### config.mk
export PLATFORM = sky130hd
export DESIGN_NAME = distance_eval_scheduler
export DESIGN_NICKNAME = d
export VERILOG_FILES = /design/src/rtl/distance_eval_scheduler_pkg.sv /design/src/rtl/distance_eval_scheduler_rr_arbiter.sv /design/src/rtl/distance_eval_scheduler.sv
export SDC_FILE = /design/constraint.sdc
export NUM_CORES = 1
export LEC_CHECK = 0
export ABC_AREA = 1
export CORE_AREA = 2 2 304 306
export DETAILED_ROUTE_END_ITERATION = 7
export DIE_AREA = 0 0 306 308
export HOLD_SLACK_MARGIN = 0.12
export PLACE_DENSITY = 0.35
export SETUP_SLACK_MARGIN = 0.4
export SYNTH_ARGS = -nofsm -noshare
export SYNTH_HDL_FRONTEND = slang
export SYNTH_SLANG_ARGS = --single-unit
export TNS_END_PERCENT = 5
### constraint.sdc
create_clock -name clk -period 2.3 [get_ports clk]
set_input_delay 0.46 -clock clk [delete_from_list [all_inputs] [get_ports clk]]
set_output_delay 0.46 -clock clk [all_outputs]
set_load 0.05 [all_outputs]
### src/rtl/distance_eval_scheduler_pkg.sv
// Shared types and constants for the distance evaluator scheduler.
// Optional best-result tracking is enabled by defining BEST_TRACK_EN.
package gbr_sched_pkg;

  typedef enum logic [1:0] {
    IDLE   = 2'd0,
    LAUNCH = 2'd1,
    WAIT   = 2'd2,
    RESP   = 2'd3
  } sched_state_e;

  localparam int DIST_W_DEF  = 12;
  localparam int ROUTE_W_DEF = 150;

  // Distance reported when the evaluator never answers.
  localparam logic [DIST_W_DEF-1:0] DIST_TIMEOUT = '1;

endpackage

### src/rtl/distance_eval_scheduler_rr_arbiter.sv
// Combinational round-robin pick: first set request after rr_ptr, wrapping.
module rr_arbiter #(
  parameter int N_REQ = 4,
  localparam int IDX_W = (N_REQ > 1) ? $clog2(N_REQ) : 1
) (
  input  logic [N_REQ-1:0] req,
  input  logic [IDX_W-1:0] rr_ptr,
  output logic [IDX_W-1:0] grant_idx,
  output logic             grant_vld
);

  logic [IDX_W-1:0] cand;

  // Walk from the farthest slot back to the nearest so the nearest set bit wins.
  always_comb begin
    grant_idx = '0;
    grant_vld = 1'b0;
    cand      = '0;
    for (int k = N_REQ; k >= 1; k--) begin
      cand = IDX_W'((int'(rr_ptr) + k) % N_REQ);
      if (req[cand]) begin
        grant_idx = cand;
        grant_vld = 1'b1;
      end
    end
  end

endmodule

### src/rtl/distance_eval_scheduler.sv
// Shares one route-distance evaluator among N_REQ requesters, round-robin.
// Define BEST_TRACK_EN to add the best-distance tracker ports and logic.
//
// Handshake: req is a level held by the requester; the scheduler answers
// with a one-cycle one-hot ack carrying dist_out/dist_err. Towards the
// evaluator, eval_start is a one-cycle pulse and eval_done a one-cycle
// strobe qualifying eval_dist; only one evaluation is ever outstanding.
module distance_eval_scheduler
  import gbr_sched_pkg::*;
#(
  parameter int N_REQ       = 4,
  parameter int ROUTE_W     = ROUTE_W_DEF,
  parameter int DIST_W      = DIST_W_DEF,
  parameter int TIMEOUT_CYC = 64,
  localparam int IDX_W = (N_REQ > 1) ? $clog2(N_REQ) : 1
) (
  input  logic                     clk,
  input  logic                     rst,
  input  logic [N_REQ-1:0]         req,
  input  logic [N_REQ*ROUTE_W-1:0] route_flat,
  output logic [N_REQ-1:0]         ack,
  output logic [DIST_W-1:0]        dist_out,
  output logic                     dist_err,
  output logic                     busy,
  output logic                     eval_start,
  output logic [ROUTE_W-1:0]       eval_route,
  input  logic                     eval_done,
  input  logic [DIST_W-1:0]        eval_dist,
  output sched_state_e             state_dbg
`ifdef BEST_TRACK_EN
  ,
  input  logic                     best_clr,
  output logic [DIST_W-1:0]        best_dist,
  output logic [IDX_W-1:0]         best_idx,
  output logic                     best_valid
`endif
);

  localparam int CNT_W = (TIMEOUT_CYC > 1) ? $clog2(TIMEOUT_CYC) : 1;

  sched_state_e     state_q, state_d;
  logic [IDX_W-1:0] idx_q, idx_d;
  logic [IDX_W-1:0] rr_ptr_q, rr_ptr_d;
  logic [ROUTE_W-1:0] route_q, route_d;
  logic [CNT_W-1:0] cnt_q, cnt_d;
  logic [DIST_W-1:0] dist_q, dist_d;
  logic             err_q, err_d;

  logic [IDX_W-1:0]   grant_idx;
  logic               grant_vld;
  logic [ROUTE_W-1:0] route_sel;

  rr_arbiter #(.N_REQ(N_REQ)) u_arb (
    .req       (req),
    .rr_ptr    (rr_ptr_q),
    .grant_idx (grant_idx),
    .grant_vld (grant_vld)
  );

  always_comb begin
    route_sel = '0;
    for (int i = 0; i < N_REQ; i++) begin
      if (grant_idx == IDX_W'(i)) route_sel = route_flat[i*ROUTE_W +: ROUTE_W];
    end
  end

  always_ff @(posedge clk) begin
    if (rst) begin
      state_q  <= IDLE;
      idx_q    <= '0;
      rr_ptr_q <= IDX_W'(N_REQ - 1);
      route_q  <= '0;
      cnt_q    <= '0;
      dist_q   <= '0;
      err_q    <= 1'b0;
    end else begin
      state_q  <= state_d;
      idx_q    <= idx_d;
      rr_ptr_q <= rr_ptr_d;
      route_q  <= route_d;
      cnt_q    <= cnt_d;
      dist_q   <= dist_d;
      err_q    <= err_d;
    end
  end

  always_comb begin
    state_d  = state_q;
    idx_d    = idx_q;
    rr_ptr_d = rr_ptr_q;
    route_d  = route_q;
    cnt_d    = cnt_q;
    dist_d   = dist_q;
    err_d    = err_q;
    case (state_q)
      IDLE: begin
        if (grant_vld) begin
          idx_d    = grant_idx;
          rr_ptr_d = grant_idx;
          route_d  = route_sel;
          state_d  = LAUNCH;
        end
      end
      LAUNCH: begin
        cnt_d   = '0;
        state_d = WAIT;
      end
      WAIT: begin
        cnt_d = cnt_q + CNT_W'(1);
        // A done on the final timeout cycle still delivers a valid result.
        if (eval_done) begin
          dist_d  = eval_dist;
          err_d   = 1'b0;
          state_d = RESP;
        end else if (cnt_q == CNT_W'(TIMEOUT_CYC - 1)) begin
          dist_d  = '1;
          err_d   = 1'b1;
          state_d = RESP;
        end
      end
      RESP: begin
        state_d = IDLE;
      end
      default: state_d = IDLE;
    endcase
  end

  always_comb begin
    ack        = '0;
    busy       = (state_q != IDLE);
    eval_start = (state_q == LAUNCH);
    if (state_q == RESP) ack = N_REQ'(1) << idx_q;
  end

  assign eval_route = route_q;
  assign dist_out   = dist_q;
  assign dist_err   = err_q;
  assign state_dbg  = state_q;

`ifdef BEST_TRACK_EN
  logic [DIST_W-1:0] best_dist_q, best_dist_d;
  logic [IDX_W-1:0]  best_idx_q, best_idx_d;
  logic              best_valid_q, best_valid_d;

  always_ff @(posedge clk) begin
    if (rst) begin
      best_dist_q  <= '1;
      best_idx_q   <= '0;
      best_valid_q <= 1'b0;
    end else begin
      best_dist_q  <= best_dist_d;
      best_idx_q   <= best_idx_d;
      best_valid_q <= best_valid_d;
    end
  end

  // Strict less-than keeps the earlier requester on a tie.
  always_comb begin
    best_dist_d  = best_dist_q;
    best_idx_d   = best_idx_q;
    best_valid_d = best_valid_q;
    if (best_clr) begin
      best_dist_d  = '1;
      best_idx_d   = '0;
      best_valid_d = 1'b0;
    end else if (state_q == RESP && !err_q &&
                 (!best_valid_q || dist_q < best_dist_q)) begin
      best_dist_d  = dist_q;
      best_idx_d   = idx_q;
      best_valid_d = 1'b1;
    end
  end

  assign best_dist  = best_dist_q;
  assign best_idx   = best_idx_q;
  assign best_valid = best_valid_q;
`endif

endmodule

== Word level (Yosys, flattened, before mapping) ==
Index checks and enable logic that the tools add are counted.
Widths: inputs -> output; s select.

* Bits in registers: 175
* Bits of input ports: 619
* Output and inout bits: 171
* Logic and storage cells: 64

* Add/subtract/negate cells: 5
* Magnitude comparators: 4
* Equality and inequality tests: 9
* Shifts and indexed selects: 1
* Muxes and demuxes: 30
* Reductions and logical operators: 8

{| class="wikitable"
|+ Operators by type and width
! operator !! count
|-
| $mux 150 || 4
|-
| $mux 12 || 2
|-
| $mux 2 || 7
|-
| $lt 2x3->1 const B || 4
|-
| $pmux 6 s2 || 1
|-
| $mux 1 || 10
|-
| $bmux 1 s2 || 4
|-
| $eq 2x2->1 const B || 4
|-
| $pmux 2 s4 || 1
|-
| $add 6x1->6 const B || 1
|-
| $eq 6x6->1 const B || 1
|-
| $reduce_and 2->1 || 3
|-
| $reduce_bool 2->1 || 3
|-
| $add 2x1->2 const B || 2
|-
| $add 2x2->2 const B || 2
|-
| $eq 2x1->1 const B || 2
|-
| $logic_not 2->1 || 2
|-
| $mux 4 || 1
|-
| $shl 1x2->4 const A || 1
|-
| $ne 3x3->1 const B || 1
|-
| $ne 2x2->1 const B || 1
|}

== Longest topological paths before layout ==
* Word-level depth: 12
* Gate-level depth with buffers: 19
* Depth with buffers taken out: 15

== Hierarchy ==
Synthesis repeated with hierarchy kept, for this count alone.

* Cell total of the unflattened synthesis: 1,604
* Area, all modules: 10,104.7 um^2

{| class="wikitable"
|+ By module, submodules not included
! module !! times used !! cells an instance !! area each (um^2) !! seq. area each (um^2)
|-
| distance_eval_scheduler || 1 || 1,555 || 9,878.2 || 3,503.4
|-
| rr_arbiter || 1 || 49 || 226.5 || 0.0
|}

== Worst setup path after synthesis ==
No wires, ideal clock.

* Path kind: register to output
* From: reg state_q[1], in the netlist state_dbg[1]
* To: out ack[0]
* Arrival time: 1.996 ns
* Required time: 1.840 ns
* Path slack: -0.156 ns
* Cell stages (with the launch flop): 4
* Buffers on the path: 0
* Cell sequence: dfxtp_1 ha_1 inv_1 nor3_1

* Longest elaborated chain between the ends: 2

{| class="wikitable"
|+ RTL lines
! what !! line !! source
|-
| start: declaration || distance_eval_scheduler.sv:41 || <nowiki>sched_state_e state_q, state_d;</nowiki>
|-
| start signal: assignment || distance_eval_scheduler.sv:77 || <nowiki>state_q <= state_d;</nowiki>
|-
| $eq 2x2->1 || distance_eval_scheduler.sv:132 || <nowiki>if (state_q == RESP) ack = N_REQ'(1) << idx_q;</nowiki>
|-
| $mux 4 || distance_eval_scheduler.sv:132 ||
|-
| end: declaration || distance_eval_scheduler.sv:21 || <nowiki>output logic [N_REQ-1:0] ack,</nowiki>
|}

Every way passes these cells.

== Final worst setup path ==
* From: reg rr_ptr_q[0]
* To: reg route_q[110], in the netlist eval_route[110]

* Longest elaborated chain between the ends: 12
* Elaborated cells on any way between the ends: 29
* Classes of those cells: 4 x add/sub; 3 x eq/ne; 20 x mux; 2 x reduce/logical

{| class="wikitable"
|+ RTL lines
! what !! line !! source
|-
| start: declaration || distance_eval_scheduler.sv:43 || <nowiki>logic [IDX_W-1:0] rr_ptr_q, rr_ptr_d;</nowiki>
|-
| start signal: assignment || distance_eval_scheduler.sv:71 || <nowiki>rr_ptr_q <= IDX_W'(N_REQ - 1);</nowiki>
|-
| start signal: assignment || distance_eval_scheduler.sv:79 || <nowiki>rr_ptr_q <= rr_ptr_d;</nowiki>
|-
| $add 2x1->2 || distance_eval_scheduler_rr_arbiter.sv:20 || <nowiki>cand = IDX_W'((int'(rr_ptr) + k) % N_REQ);</nowiki>
|-
| $bmux 1 s2 || distance_eval_scheduler_rr_arbiter.sv:21 || <nowiki>if (req[cand]) begin</nowiki>
|-
| $mux 1 (implied by the code) || distance_eval_scheduler_rr_arbiter.sv:21 ||
|-
| $mux 2 (4 in a row) || distance_eval_scheduler_rr_arbiter.sv:21 ||
|-
| $logic_not 2->1 || distance_eval_scheduler.sv:63 || <nowiki>if (grant_idx == IDX_W'(i)) route_sel = route_flat[i*ROUTE_W +: ROUTE_W];</nowiki>
|-
| $mux 150 (4 in a row) || distance_eval_scheduler.sv:63 ||
|-
| end signal: assignment || distance_eval_scheduler.sv:80 || <nowiki>route_q <= route_d;</nowiki>
|-
| end: declaration || distance_eval_scheduler.sv:44 || <nowiki>logic [ROUTE_W-1:0] route_q, route_d;</nowiki>
|}

Several ways; a longest one is shown, not always the timed one. The select of a mux whose other input is x is not followed.
A chain may end at the register's enable or synchronous reset.

==> qor.log <==
qor: hold_path.worstHoldPathType flip-flop to flip-flop
qor: timing.timing.final.setup_violations 0
qor: global_route.grt_max_degree 153
qor: timing.timing.final.max_slew_violations 0
qor: hold_path.terminating_pin_of_the_worst_hold_path dist_out[2]$_SDFFE_PP0P_
qor: pwr.p_total 40,300 uW
qor: critical_path.endpoint_kind flip-flop
qor: die.row_count 111
qor: route.routed_wl 80,500 um
qor: critical_path.worst_endpoint_data_arrival_time 2.55 ns
qor: critical_path.r2r_slack 0.07 ns
qor: critical_path.crit_path_max_incr_delay 0.33 ns
qor: clock_network.ctsLongestPathBuffers 2
qor: cells_and_area.final_design_area_no_fill 23,700 sq um
qor: logic_synthesis.postSynth.topFlopCell dfxtp_1
qor: cells_and_area.flow.area_growth_from_synthesis 99.4%
qor: die.floorplan.die.width 306 um
qor: logic_synthesis.post-synth-top-count-cell nand2_1
qor: logic_synthesis.post-synth-top-area-fraction 29.5%
qor: timing.finalCritPeriodShare 96.8%
qor: critical_path.worst-path-max-fanout 49
qor: global_route.grt_use_total 16.1%
qor: timing.max_slew.worst_pin.slew 0.957 ns
qor: clock_network.cts_made_buffers 17
qor: timing.final.setup_skew 0.0197 ns
qor: timing.timing.final.hold_violations 0
qor: run.drv.max_cap_violation_count 0
qor: placed_design.globalplace.congestion 0.871
qor: clock_network.cts.root.buffer_cell clkbuf_16
qor: critical_path.worst-r2r-cell-count 17
qor: critical_path.critPathMostFrequentCell nand2_1
qor: outcome.outcome completed
qor: clock_network.cts.clk_slew.worst_paths 0.08 ns
qor: global_route.gr-total-overflow 0
qor: logic_synthesis.synth_area_leader_cell dfxtp_1
qor: critical_path.cp_top_family simple AND/OR/NAND/NOR gates
qor: critical_path.crit_path_buf_inv_count 5
qor: logic_synthesis.yosysSeqAreaShare 29.5%
qor: pwr.power.density 1700 nW/um^2
qor: timing.achievable-frequency 449 MHz
qor: logic_synthesis.synth_cells 1,996
qor: logic_synthesis.asyncSetResetFlopFracSynth 0%
qor: die.io_count 790
qor: placed_design.placement.io_buffers 789
qor: timing.finalCriticalPeriod 2.23 ns
qor: placed_design.placed_inst_area 22,100 sq um
qor: timing.rsz0062_at_grt true
qor: route.detailedRoute.firstPassIterationCount 5
qor: logic_synthesis.mapped_area 11,900 sq um
qor: hold_path.hold_path_depth 2
qor: hold_path.hold_path_startpoint dist_out[2]$_SDFFE_PP0P_
qor: die.floorplan.core_area 91,000 sq um
qor: route.dr_total_vias 16,400
qor: die.fp.dieArea 94,200 sq um
qor: route.avgRoutedWirePerCell 19.9 um
qor: critical_path.kind_of_launch_point_of_the_worst_setup_path flip-flop
qor: logic_synthesis.synth_common_cells 782 x nand2_1, 307 x nand3_1, 175 x dfxtp_1
qor: timing.hold_ws 0.454 ns
qor: route.post-route-drc-count 0
qor: clock_network.cts_tree done
qor: logic_synthesis.post_synth_main_area_contributors dfxtp_1 29%, nand2_1 25%, nand3_1 13%, o21ai_0 6.9%, a21oi_1 6.8%
qor: clock_network.insertion_delay 0.49 ns
qor: pwr.irDropWorstVdd 0.000582 V
qor: global_route.grt_pass1_wl 112,000 um
qor: global_route.grt_pass1_vias 16,500
qor: global_route.antenna_found_initial 15
qor: logic_synthesis.ys.warnings.count 0
qor: critical_path.critical_path.cell_chain buf_12 -> inv_8 -> nand2_1 -> nand2_2 -> nand2_2 -> nand2_1 -> inv_1 -> nand3_2 -> nand2_8 -> buf_4 -> buf_16 -> o21ai_0 -> nand2_1 -> nand2_1 -> nand2_1 -> nand2_1 -> a21oi_1
qor: logic_synthesis.synth_fp_nets 2,621
qor: critical_path.worst_flop_to_flop_path_startpoint rr_ptr_q[0]$_SDFFE_PP1P_
qor: logic_synthesis.yosys_register_bits 175
qor: cells_and_area.final_net_count 3,457
qor: logic_synthesis.synth_cell_types 30
qor: pwr.p_leak 0.00962 uW
qor: die.starting_density_of_the_core 13.1%
qor: critical_path.timing.rr.end eval_route[110]$_SDFFE_PP0P_
qor: clock_network.sink_count_of_the_clock_tree 175
qor: route.drt-vias-per-instance 4.05
qor: critical_path.timing.setup.critical_path_class flip-flop to flip-flop
qor: timing.relSlewSlack 36.2%
qor: logic_synthesis.synth_enable_flop_cells 0
qor: cells_and_area.layout-drive-gt1-share 11.6%
qor: clock_network.htree_num_levels 4
qor: die.die_h 308 um
qor: route.drt_first_iter_violations 817
qor: route.final_antenna_net_count 0
qor: logic_synthesis.post_synth.cell_area_avg 5.95 sq um
qor: placed_design.place_hpwl 62,000 um
qor: critical_path.worst_ep_required_time 2.63 ns
qor: critical_path.timing.critical_path.slowest_stage_cell dfxtp_2
final cells by class:
| cell class | count | area [sq um] |
|---|---|---|
| antenna | 10 | 25.0 |
| clock buffer | 18 | 439 |
| clock inverter | 14 | 125 |
| fill | 10100 | 67300 |
| inverter | 36 | 170 |
| multi-input combinational | 1616 | 7620 |
| sequential | 175 | 3510 |
| tap | 1186 | 1480 |
| timing repair buffer | 985 | 10300 |
| timing repair inverter | 1 | 8.76 |
repair_timing:
item,4_1_cts,5_1_grt
setup buffers,20,9
hold buffers,0,0
resized for setup,62,47
pin swaps,10,8
gates cloned,7,5
endpoints found under the setup margin,318,319
layer usage:
metal  global-route usage [%]  up-vias  wire, um
met2                     28.2      546     39500
met5                        0        -       109
li1                         -     8204         -
met1                     18.5     7542     33200
met3                     5.57       67      6280
met4                     4.32       16      1440
registers in the layout, indices dropped and copies added, names as in the netlist:
| name | cells |
|---|---|
| idx_q | 2 |
| dist_out | 12 |
| dist_err | 1 |
| eval_route | 150 |
| state_dbg | 2 |
| rr_ptr_q | 2 |
| cnt_q | 6 |
where the power goes:
part | internal (uW) | leakage (uW) | switching (uW)
combinational | 13800 | 0.00790 | 19300
clock | 1450 | 0.000280 | 1530
sequential | 3860 | 0.00144 | 430
worst reg2reg max path, stage by stage, from the launching register on:
cell	delay, ns
dfxtp_2	0.33
buf_12	0.14
inv_8	0.06
nand2_1	0.06
nand2_2	0.09
nand2_2	0.07
nand2_1	0.06
inv_1	0.05
nand3_2	0.11
nand2_8	0.11
buf_4	0.17
buf_16	0.17
o21ai_0	0.23
nand2_1	0.07
nand2_1	0.16
nand2_1	0.09
nand2_1	0.06
a21oi_1	0.05
worst max-delay path by stage:
stage | endpoint | startpoint | cells after the start | slack [ns]
after floorplan | eval_route[77]$_SDFFE_PP0P_ | state_dbg[0]$_SDFFE_PP0P_ | 9 | 0.41
after global placement | eval_route[139]$_SDFFE_PP0P_ | req[1] | 16 | -0.61
after detailed placement | eval_route[81]$_SDFFE_PP0P_ | req[1] | 17 | -0.60
after CTS | eval_route[84]$_SDFFE_PP0P_ | rr_ptr_q[0]$_SDFFE_PP1P_ | 19 | 0.07
after global routing | eval_route[144]$_SDFFE_PP0P_ | rr_ptr_q[0]$_SDFFE_PP1P_ | 18 | -0.08
final | eval_route[110]$_SDFFE_PP0P_ | rr_ptr_q[0]$_SDFFE_PP1P_ | 17 | 0.07
cell usage in the layout, fill, tap and decap left out, types with 9 or more instances in the layout:
cell	n
nand2_1	766
o21ai_1	9
a21oi_2	12
clkbuf_16	22
buf_6	12
or2_2	17
buf_16	11
o21ai_0	151
or2_0	41
buf_12	44
dfxtp_1	172
or2_1	90
inv_1	30
diode_2	10
clkdlybuf4s50_1	768
a21oi_1	157
buf_4	132
nand2_2	20
nand3_1	299
nand3_2	9
logic make-up after synthesis:
| family | count (synthesis) | share of synthesized area (%) |
|---|---|---|
| compound gates | 341 | 14.7 |
| fa+ha+maj | 6 | 0.632 |
| simple gates | 1268 | 46.9 |
| buf+inv | 205 | 8.13 |
| flops | 175 | 29.5 |
| xor+xnor | 1 | 0.0737 |
stage by stage:
| stage | worst slack (ns) | setup TNS (ns) | util (%) | instances |
|---|---|---|---|---|
| after floorplan | 0.411 | 0 | - | 1996 |
| final | 0.0734 | 0 | 26.0 | 4041 |
| after CTS | 0.0650 | 0 | 25.6 | 4017 |
| after global routing | -0.0761 | -2.18 | 26.0 | 4037 |
| after global placement | -0.608 | -72.96 | 24.3 | 3958 |
| after detailed placement | -0.602 | -73.49 | 24.3 | 3958 |
Power figures use the tool's default switching activity.
